--- config.mk ---
export PLATFORM = sky130hd
export DESIGN_NAME = display_value_formatter
export DESIGN_NICKNAME = d
export VERILOG_FILES = /design/src/rtl/display_value_formatter.sv
export SDC_FILE = /design/constraint.sdc
export NUM_CORES = 1
export LEC_CHECK = 0
export BUFFER_PORTS_ARGS = -buffer_cell sky130_fd_sc_hd__buf_2
export CORE_ASPECT_RATIO = 0.75
export CORE_MARGIN = 5
export CORE_UTILIZATION = 50
export CTS_CLUSTER_SIZE = 14
export DETAILED_ROUTE_END_ITERATION = 8
export PLACE_DENSITY = 0.74
export SYNTH_ARGS = -nofsm -noshare
export SYNTH_HDL_FRONTEND = slang
export SYNTH_SLANG_ARGS = --single-unit
--- constraint.sdc ---
create_clock -name clk -period 1.91 [get_ports clk]
set_clock_uncertainty 0.05 [all_clocks]
set_input_delay 0.382 -clock clk [delete_from_list [all_inputs] [get_ports clk]]
set_output_delay 0.382 -clock clk [all_outputs]
set_load 0.005 [all_outputs]
--- src/rtl/display_value_formatter.sv ---
// display_value_formatter: samples a 16-bit value at SAMPLE_CYCLES intervals and presents it as four digit codes.
// Decimal display through a sequential double-dabble converter is compiled in only when DISPLAY_DECIMAL_EN is defined.
module display_value_formatter #(
  parameter int VALUE_W = 16,
  parameter int SAMPLE_CYCLES = 10_000_000
) (
  input  logic        clk,
  input  logic        reset_n,
  input  logic [15:0] value,
  input  logic        dec_mode,
  input  logic        freeze,
  output logic [3:0]  dig [3:0],
  output logic        busy,
  output logic        overflow
);
  localparam int CW = $clog2(SAMPLE_CYCLES);
  if (VALUE_W != 16) begin : g_bad_width
    $error("display_value_formatter: VALUE_W must be 16");
  end
  if (SAMPLE_CYCLES < VALUE_W + 4) begin : g_bad_period
    $error("display_value_formatter: SAMPLE_CYCLES must be at least VALUE_W+4");
  end
  typedef enum logic [1:0] {IDLE, HEX, SHIFT, DONE} state_t;
  state_t state, state_nx;
  logic [CW-1:0] cnt;
  logic [15:0] val_r;
  logic tick, cap;
  assign tick = cnt == CW'(SAMPLE_CYCLES - 1);
  assign cap = tick && !freeze && state == IDLE;
  always_ff @(posedge clk) state <= !reset_n ? IDLE : state_nx;
`ifdef DISPLAY_DECIMAL_EN
  logic mode_r;
  logic [19:0] bcd, adj;
  logic [4:0] it;
  logic ovf_nx;
  always_comb state_nx = cap ? (dec_mode ? SHIFT : HEX) : state == SHIFT ? (it == 5'd15 ? DONE : SHIFT) : IDLE;
  always_comb busy = mode_r && (state == SHIFT || state == DONE);
  always_comb begin
    adj = bcd;
    for (int i = 0; i < 5; i++) adj[4*i +: 4] = bcd[4*i +: 4] >= 4'd5 ? bcd[4*i +: 4] + 4'd3 : bcd[4*i +: 4];
  end
  assign ovf_nx = |bcd[19:16];
  always_ff @(posedge clk)
    if (!reset_n) begin
      mode_r <= 1'b0;
      bcd <= '0;
      it <= '0;
      overflow <= 1'b0;
    end else begin
      if (cap) begin
        mode_r <= dec_mode;
        bcd <= '0;
        it <= '0;
      end
      if (state == SHIFT) begin
        bcd <= {adj[18:0], val_r[15]};
        it <= it + 5'd1;
      end
      if (state == HEX || state == DONE) overflow <= state == DONE && ovf_nx;
    end
`else
  logic unused_dec;
  assign unused_dec = dec_mode;
  always_comb state_nx = cap ? HEX : IDLE;
  assign busy = 1'b0;
  assign overflow = 1'b0;
`endif
  // All four digits are written on one edge so the scan driver never sees a mixed value.
  always_ff @(posedge clk)
    if (!reset_n) begin
      cnt <= '0;
      val_r <= '0;
      dig <= '{default: 4'h0};
    end else begin
      cnt <= tick ? '0 : cnt + CW'(1);
      if (cap) val_r <= value;
`ifdef DISPLAY_DECIMAL_EN
      if (state == SHIFT) val_r <= val_r << 1;
`endif
      for (int i = 0; i < 4; i++) begin
        if (state == HEX) dig[i] <= val_r[4*i +: 4];
`ifdef DISPLAY_DECIMAL_EN
        if (state == DONE) dig[i] <= ovf_nx ? 4'hE : bcd[4*i +: 4];
`endif
      end
    end
endmodule

Yosys cells after proc, flatten, opt, wreduce, memory -nomap -nowiden --
Index checks and enable logic that the tools add are counted.
Cells by class: $add $sub $neg 1, equal/unequal tests 2, mux-type cells 1, bitwise gates (word level) 1, reductions and logical operators 5
Operators with widths (number):
- adder 24 x 1 -> 24 bit (second input constant) | 1
- == test 24 bit (second input constant) | 1
- == test 2 x 1 -> 1 bit (second input constant) | 1
- logical AND 1 bit | 2
- logical NOT 2 bit | 1
- OR reduction 2 bit | 1
- logical NOT 1 bit | 1
- two-way mux 1 bit | 1
- inverter 1 bit | 1
Word-level totals: flip-flop bits (word level) 58, bits of input ports 20, output and inout bits 18, logic and storage cells 17

Depth between registers and ports, before layout --
Gate-level depths: netlist of run 1.
word-level depth 4, depth in mapped cells 7, mapped depth without buffers 5

Worst setup path after synthesis of run 1 --
Ideal clock, no wire load.
path kind reg2reg, from reg cnt[0], to reg cnt[18], arrival time 1.775 ns, data required time 1.735 ns, path slack -0.041 ns, cell stages (with the launch flop) 8, clock period less this slack 1.951 ns, cell sequence dfxtp_1 -> ha_1 -> nand2_1 -> or4_1 -> buf_2 -> o21ai_4 -> buf_6 -> a21oi_1
Between the ends: cells in the longest elaborated chain, start to end 2, elaborated cells on any way between the ends 3, classes of those cells add/sub (1); eq/ne (1); reduce/logical (1)
RTL lines:
- start, declared | line 25 | logic [CW-1:0] cnt;
- start signal, assigned | line 75 | cnt <= tick ? '0 : cnt + CW'(1);
- branches (longest 2 deep; another with adder 24 x 1 -> 24 bit)
Several ways; the timed one is not identified. A chain may end at the register's enable or synchronous reset.

Worst setup path in the final report of run 1 --
from reg cnt[1], to reg val_r[3]
Between the ends: cells in the longest elaborated chain, start to end 3
RTL lines:
- == test 24 bit | line 28 | assign tick = cnt == CW'(SAMPLE_CYCLES - 1);
- logical AND 1 bit (2 in a row) | line 29 | assign cap = tick && !freeze && state == IDLE;
- end signal, assigned | line 76 | if (cap) val_r <= value;
- end, declared | line 26 | logic [15:0] val_r;
No other way between the ends.

==> impl_results.md, run 1 <==
- CP Data Arrival Time: 1970 ps
- Placed insts: 360
- Crit path max fanout: 16
- Final count of negative-setup-slack endpoints: 0
- First-pass GRT wire length: 9128 um
- Hold Crit Start: value[10]
- Hold path endpoint: val_r[10]
- Via/cell ratio: 5.504
- TritonCTS Buffers: 9
- Synth unique cells: 33
- I/O Buffers: 34
- ANT cells: 0
- Crit-path cells: ha_2, nand2_2, or4_4, buf_6, o21ai_0, a21boi_0
- Hpwl dp: 3705 um
- R2r endpoint: val_r[3]
- First-pass DRT Iterations: 4
- DRC viols: 0
- Total negative slack: 0 ps
- Max Slew Vio Count: 0
- MaxCap Viol Count: 0
- Share of post-route cells with drive strength above 1: 0.2317
- Initial antenna violation count: 0
- RD Place Congestion: 0.8141
- CP top delay family: simple AND/OR/NAND/NOR gates
- Commonest non-fill, non-tap cell in the layout: dfxtp_1
- DRT iter0 DRCs: 168
- Peak VDD IR: 0.5320 mV
- Worst-skew pair later-pin latency: 340 ps
- Yosys reg bits: 57
- Num Clock Sinks: 57
- DRT antenna net count: 0
- Mean Syn Cell Area: 9.348 sq um
- RSZ-0062 raised after global routing: no
- CP Capture Type: flop
- Leakage dissipation: 1.068 nW
- WS Path Type: reg -> reg
- Worst path buffer plus inverter count: 1
- Worst reg2reg setup slack: 110 ps
- Initial Utilization: 0.5104
- CP max stage cell: or4_4
- Commonest cells after routing, fill and taps aside: 57 x dfxtp_1, 34 x buf_2, 31 x nand3_1
- H-tree Lvls: 3
- Die area: 6434 sq um
- Detailed-route via count: 2064
- Row cnt: 22
- I/O pin total: 38
- CP Data Required Time: 2080 ps
- Root buffer cell: clkbuf_8
- Chip height: 70.73 um
- Core area: 4817 sq um
- Post-route insts no fill: 375
- Gate Count Post-Synth: 263
- Min cycle time layout: 1799 ps
- Final net count: 332
- Synth Cell Area: 2459 sq um
- CTS tree: done
- Wirelength per Cell: 14.33 um
- Ys Warns: 0
- Routed wire length: 5374 um
- R2r worst-path depth: 6
- Die Span X: 90.97 um
- Total gr overflow: 0
- CP peak stage delay: 550 ps
- Worst-case clock buffer depth: 2
- GRT Resource Usage Total: 0.1754
- Register area share after synthesis: 0.4641
- Area grow syn2layout: 21.48%
- Max frequency: 556.0 MHz
- Largest net degree at the start of global routing: 28
- Power Density: 798.9 nW/um^2
- Final Hold Vio Count: 0
- WHS Path Cells: 3
- Vias in the first global route: 1940
- Worst r2r src: cnt[1]
- Final worst-path cycle share: 0.9417
- Outcome: finished clean
- Crit start category: flop
- Clock slew at reported path FFs: 60 ps
- Worst hold-check path type: in -> reg
[per-layer routing]
metal	vias to the layer above	part of all wire	track usage
li1	1039	-	-
met1	973	0.50	0.2427
met2	44	0.43	0.2520
met3	8	0.051	0.06908
met4	0	0.018	0.05375
met5	-	0	0
[registers in the layout, indices dropped and copies added (netlist names)]
| signal | flops |
|---|---|
| cnt | 24 |
| dig | 16 |
| val_r | 16 |
| state | 1 |
[tightest hold or removal path, stage by stage]
cell and delay [ps]:
buf_2 100, nand3_1 60, a21boi_1 60
[how the worst max path moves through the flow]
stage	start	to	slack, ps	cells after the start
after floorplan	cnt[0]	cnt[18]	30	7
after global placement	cnt[1]	val_r[0]	90	6
after detailed placement	cnt[1]	val_r[2]	20	6
after CTS	cnt[1]	val_r[11]	9	6
after global routing	cnt[9]	cnt[23]	10	4
final	cnt[1]	val_r[3]	110	6
[repair_timing]
| item | 4_1_cts | 5_1_grt |
|---|---|---|
| hold buffers | 0 | 0 |
| setup buffers | 0 | 0 |
| endpoints found under the setup margin | 0 | 16 |
| resized for setup | 0 | 5 |
[area by class of cell]
class                           instances  area (sq um)
Fill cell                             426          1831
Sequential cell                        57          1141
Clock inverter                          3         40.04
Timing Repair Buffer                   53         341.6
Tap cell                               60         75.07
Clock buffer                           12         155.1
Multi-Input combinational cell        188          1226
Inverter                                2         7.507
[Yosys cell counts]
cell      instances  area share
inv_1             2      0.0031
a21oi_1          10       0.020
nor2_1           16       0.024
dfxtp_1          57        0.46
nand2_1           5      0.0076
o21ai_4           1      0.0066
conb_1            1      0.0015
and2_1            1      0.0025
xnor2_1           4       0.014
buf_2             5       0.010
nor2b_1          16       0.041
buf_6             2      0.0092
nor4_4            1      0.0087
nor4bb_1          1      0.0041
mux2i_1          16       0.065
buf_4             3      0.0092
a21boi_1          3      0.0092
nand4_1           7       0.018
clkbuf_1          7       0.011
and4_1            2      0.0071
nand3_2           1      0.0041
ha_1              1      0.0051
a21boi_0         13       0.040
xor2_1            8       0.028
nand3_1          31       0.063
o31ai_1           6       0.018
and3_1            6       0.015
nor4_1            2      0.0051
or2_1             1      0.0025
nor4b_1           2      0.0071
o21ai_0          20       0.041
or4_1             7       0.021
or3_1             5       0.013
[power breakdown]
part / switching [mW] / internal, mW / total, mW / leakage (nW)
registers: 0.00432 / 1.19 / 1.20 / 0.459
clock network: 0.453 / 0.662 / 1.11 / 0.102
logic: 0.0345 / 0.0379 / 0.0724 / 0.506
[metrics by stage]
stage	total power, mW	util	cell area, sq um	hold WS (ps)	worst slack (ps)
2_1_floorplan	1.264	-	2467	396.8	25.55
3_3_place_gp	1.296	0.5779	2784	408.2	86.97
3_5_place_dp	1.298	0.5779	2784	424.1	17.58
4_1_cts	2.408	0.6184	2979	241.9	9.045
5_1_grt	2.477	0.6200	2987	241.3	11.67
6_report	2.386	0.6200	2987	246.1	111.3
[cells by family (layout without fill, tap and decap cells)]
logic type	Yosys count	after routing	synth area share
buf+inv	19	70	0.04224
xor+xnor	12	12	0.04275
other cells	1	2	0.001525
mux	16	16	0.06514
compound gates	53	53	0.1349
simple gates	104	104	0.2443
flops	57	57	0.4641
fa+ha+maj	1	1	0.005088
No activity file was read; power rests on OpenSTA's default activity.
==> inputs of run 2 (changes only) <==
- CORE_UTILIZATION: 50 -> 40
- PLACE_DENSITY: 0.74 -> 0.59
==> run 2 against run 1 <==
  * Die area grew 22%
  * Hold slack gained 4.3 ps
  * Routed wire length is 3.1% higher
  * Via count is 0.73% higher
  * Critical path depth is 2 lower
  * Final area up 1.6%
  * Non-clock buffer count rose by 8
  * Global-route usage decreased by 2.8 points
  * Worst setup slack better by 43 ps
  * Register-to-register slack better by 40 ps
  * Largest cell class unchanged
  * Largest power group unchanged
  * Sequential share of layout area decreased by 0.61 points
  * Critical path type unchanged
==> impl_results.md, run 2 (same netlist as run 1, synthesis figures left out) <==
- ANT cells: 0 (unchanged)
- DRC viols: 0 (unchanged)
- Core area: 5886 sq um (+22%)
- Vias in the first global route: 1846 (-4.8%)
- I/O pin total: 38 (unchanged)
- Worst-case clock buffer depth: 2 (unchanged)
- Initial Utilization: 0.4177 (-0.09266)
- Num Clock Sinks: 57 (unchanged)
- CP Data Required Time: 2120 ps (+40 ps)
- Hpwl dp: 3883 um (+4.8%)
- Final net count: 340 (+2.4%)
- Share of post-route cells with drive strength above 1: 0.2593 (+0.02751)
- DRT antenna net count: 0 (unchanged)
- Max FFs per register: 24 (unchanged)
- Detailed-route via count: 2079 (+0.73%)
- TritonCTS Buffers: 9 (unchanged)
- Die area: 7831 sq um (+22%)
- Max frequency: 569.7 MHz (+2.5%)
- First-pass DRT Iterations: 4 (unchanged)
- Post-CTS setup buffer count: 0 (unchanged)
- Row cnt: 24 (+9.1%)
- Commonest non-fill, non-tap cell in the layout: dfxtp_1
- Commonest cells after routing, fill and taps aside: 57 x dfxtp_1, 34 x buf_2, 30 x nand3_1
- Outcome: finished clean
- Max Slew Vio Count: 0 (unchanged)
- Final count of negative-setup-slack endpoints: 0 (unchanged)
- Peak VDD IR: 0.3811 mV (-28%)
- Worst hold-check path type: in -> reg
- GRT Resource Usage Total: 0.1471 (-0.02829)
- Via/cell ratio: 5.172 (-6.0%)
- Wirelength per Cell: 13.78 um (-3.8%)
- Largest net degree at the start of global routing: 25 (-11%)
- Min cycle time layout: 1755 ps (-43.39 ps)
- CP Capture Type: flop
- CTS tree: done
- I/O Buffers: 34 (unchanged)
- Power Density: 728.2 nW/um^2 (-8.8%)
- Crit start category: flop
- Initial antenna violation count: 0 (unchanged)
- RD Place Congestion: 0.7988 (-1.9%)
- Root buffer cell: clkbuf_8
- CP Data Arrival Time: 1970 ps (about the same)
- PnR Total Power: 2.210 mW (-7.4%)
- Leakage dissipation: 1.089 nW (+2.0%)
- Minimum hold slack: 250.4 ps (+4.251 ps)
- Most flops, register: cnt
- H-tree Lvls: 3 (unchanged)
- Area grow syn2layout: 23.46%
- Crit path max fanout: 6 (-10)
- DRT iter0 DRCs: 95 (-43%)
- WS Path Type: reg -> reg
- Post-route insts no fill: 402 (+7.2%)
- Total gr overflow: 0 (unchanged)
- Chip height: 77.90 um (+10%)
- MaxCap Viol Count: 0 (unchanged)
- Biggest regs: cnt: 24 flops, dig: 16 flops, val_r: 16 flops
- Total negative slack: 0 ps (unchanged)
- Routed wire length: 5540 um (+3.1%)
- Worst-skew pair later-pin latency: 330 ps (about the same)
- First-pass GRT wire length: 9025 um (-1.1%)
- RSZ-0062 raised after global routing: no
- Final worst-path cycle share: 0.9190 (-0.02272)
- Die Span X: 100.5 um (+11%)
- Placed insts: 386 (+7.2%)
- Final Hold Vio Count: 0 (unchanged)
- Clock slew at reported path FFs: 70 ps (about the same)
[run 2: cell types whose count changed in the layout (fill, tap and decap cells not counted), sizes merged]
cell	before	now
clkinvlp	0	2
bufinv	1	0
clkbuf	12	10
clkinv	2	4
buf	53	61
[run 2: layer usage]
| layer | vias to the layer above | track usage | part of all wire |
|---|---|---|---|
| li1 | 1059 | - | - |
| met3 | 8 | 0.05287 | 0.047 |
| met4 | 0 | 0.06460 | 0.019 |
| met5 | - | 0 | 0 |
| met1 | 969 | 0.2071 | 0.52 |
| met2 | 43 | 0.1997 | 0.42 |
[run 2: where the power goes]
group	internal [mW]	switching, mW	total, mW
combinational	0.0403	0.0347	0.0750
clock	0.460	0.478	0.938
sequential	1.19	0.00317	1.20
[run 2: path summary, 6_finish.rpt]
check | cells after the start | slack, ps | startpoint | to
worst max-delay path | 4 | 150 | cnt[7] | cnt[23]
worst min-delay path | 3 | 250 | value[10] | val_r[10]
worst min register to register | 2 | 430 | val_r[14] | val_r[14]
worst max register to register | 4 | 150 | cnt[7] | cnt[23]
[run 2: critical path, stage by stage, from the launching register on]
cell	delay, ps
dfxtp_1	430
and3_1	320
nand3_1	220
or4_1	510
a21oi_1	150
[run 2: final cells by class]
type,count,area (sq um)
fill,574,2850
multi-input combinational,188,1237
sequential,57,1141
timing repair buffer,61,389.1
clock buffer,10,127.6
tap,78,97.59
clock inverter,6,35.03
inverter,2,7.507
[run 2: metrics by stage]
step	setup slack [ps]	utilization	instance area, sq um
finish	154.7	0.5157	3035
global route	9.125	0.5157	3035
CTS	8.326	0.5125	3017
detailed placement	36.97	0.4849	2854
global placement	69.38	0.4849	2854
floorplan	25.55	-	2467
[run 2: timing repair]
| action | CTS | global route |
|---|---|---|
| endpoints found under the setup margin | 0 | 17 |
| resized for setup | 0 | 6 |
| hold buffers | 0 | 0 |
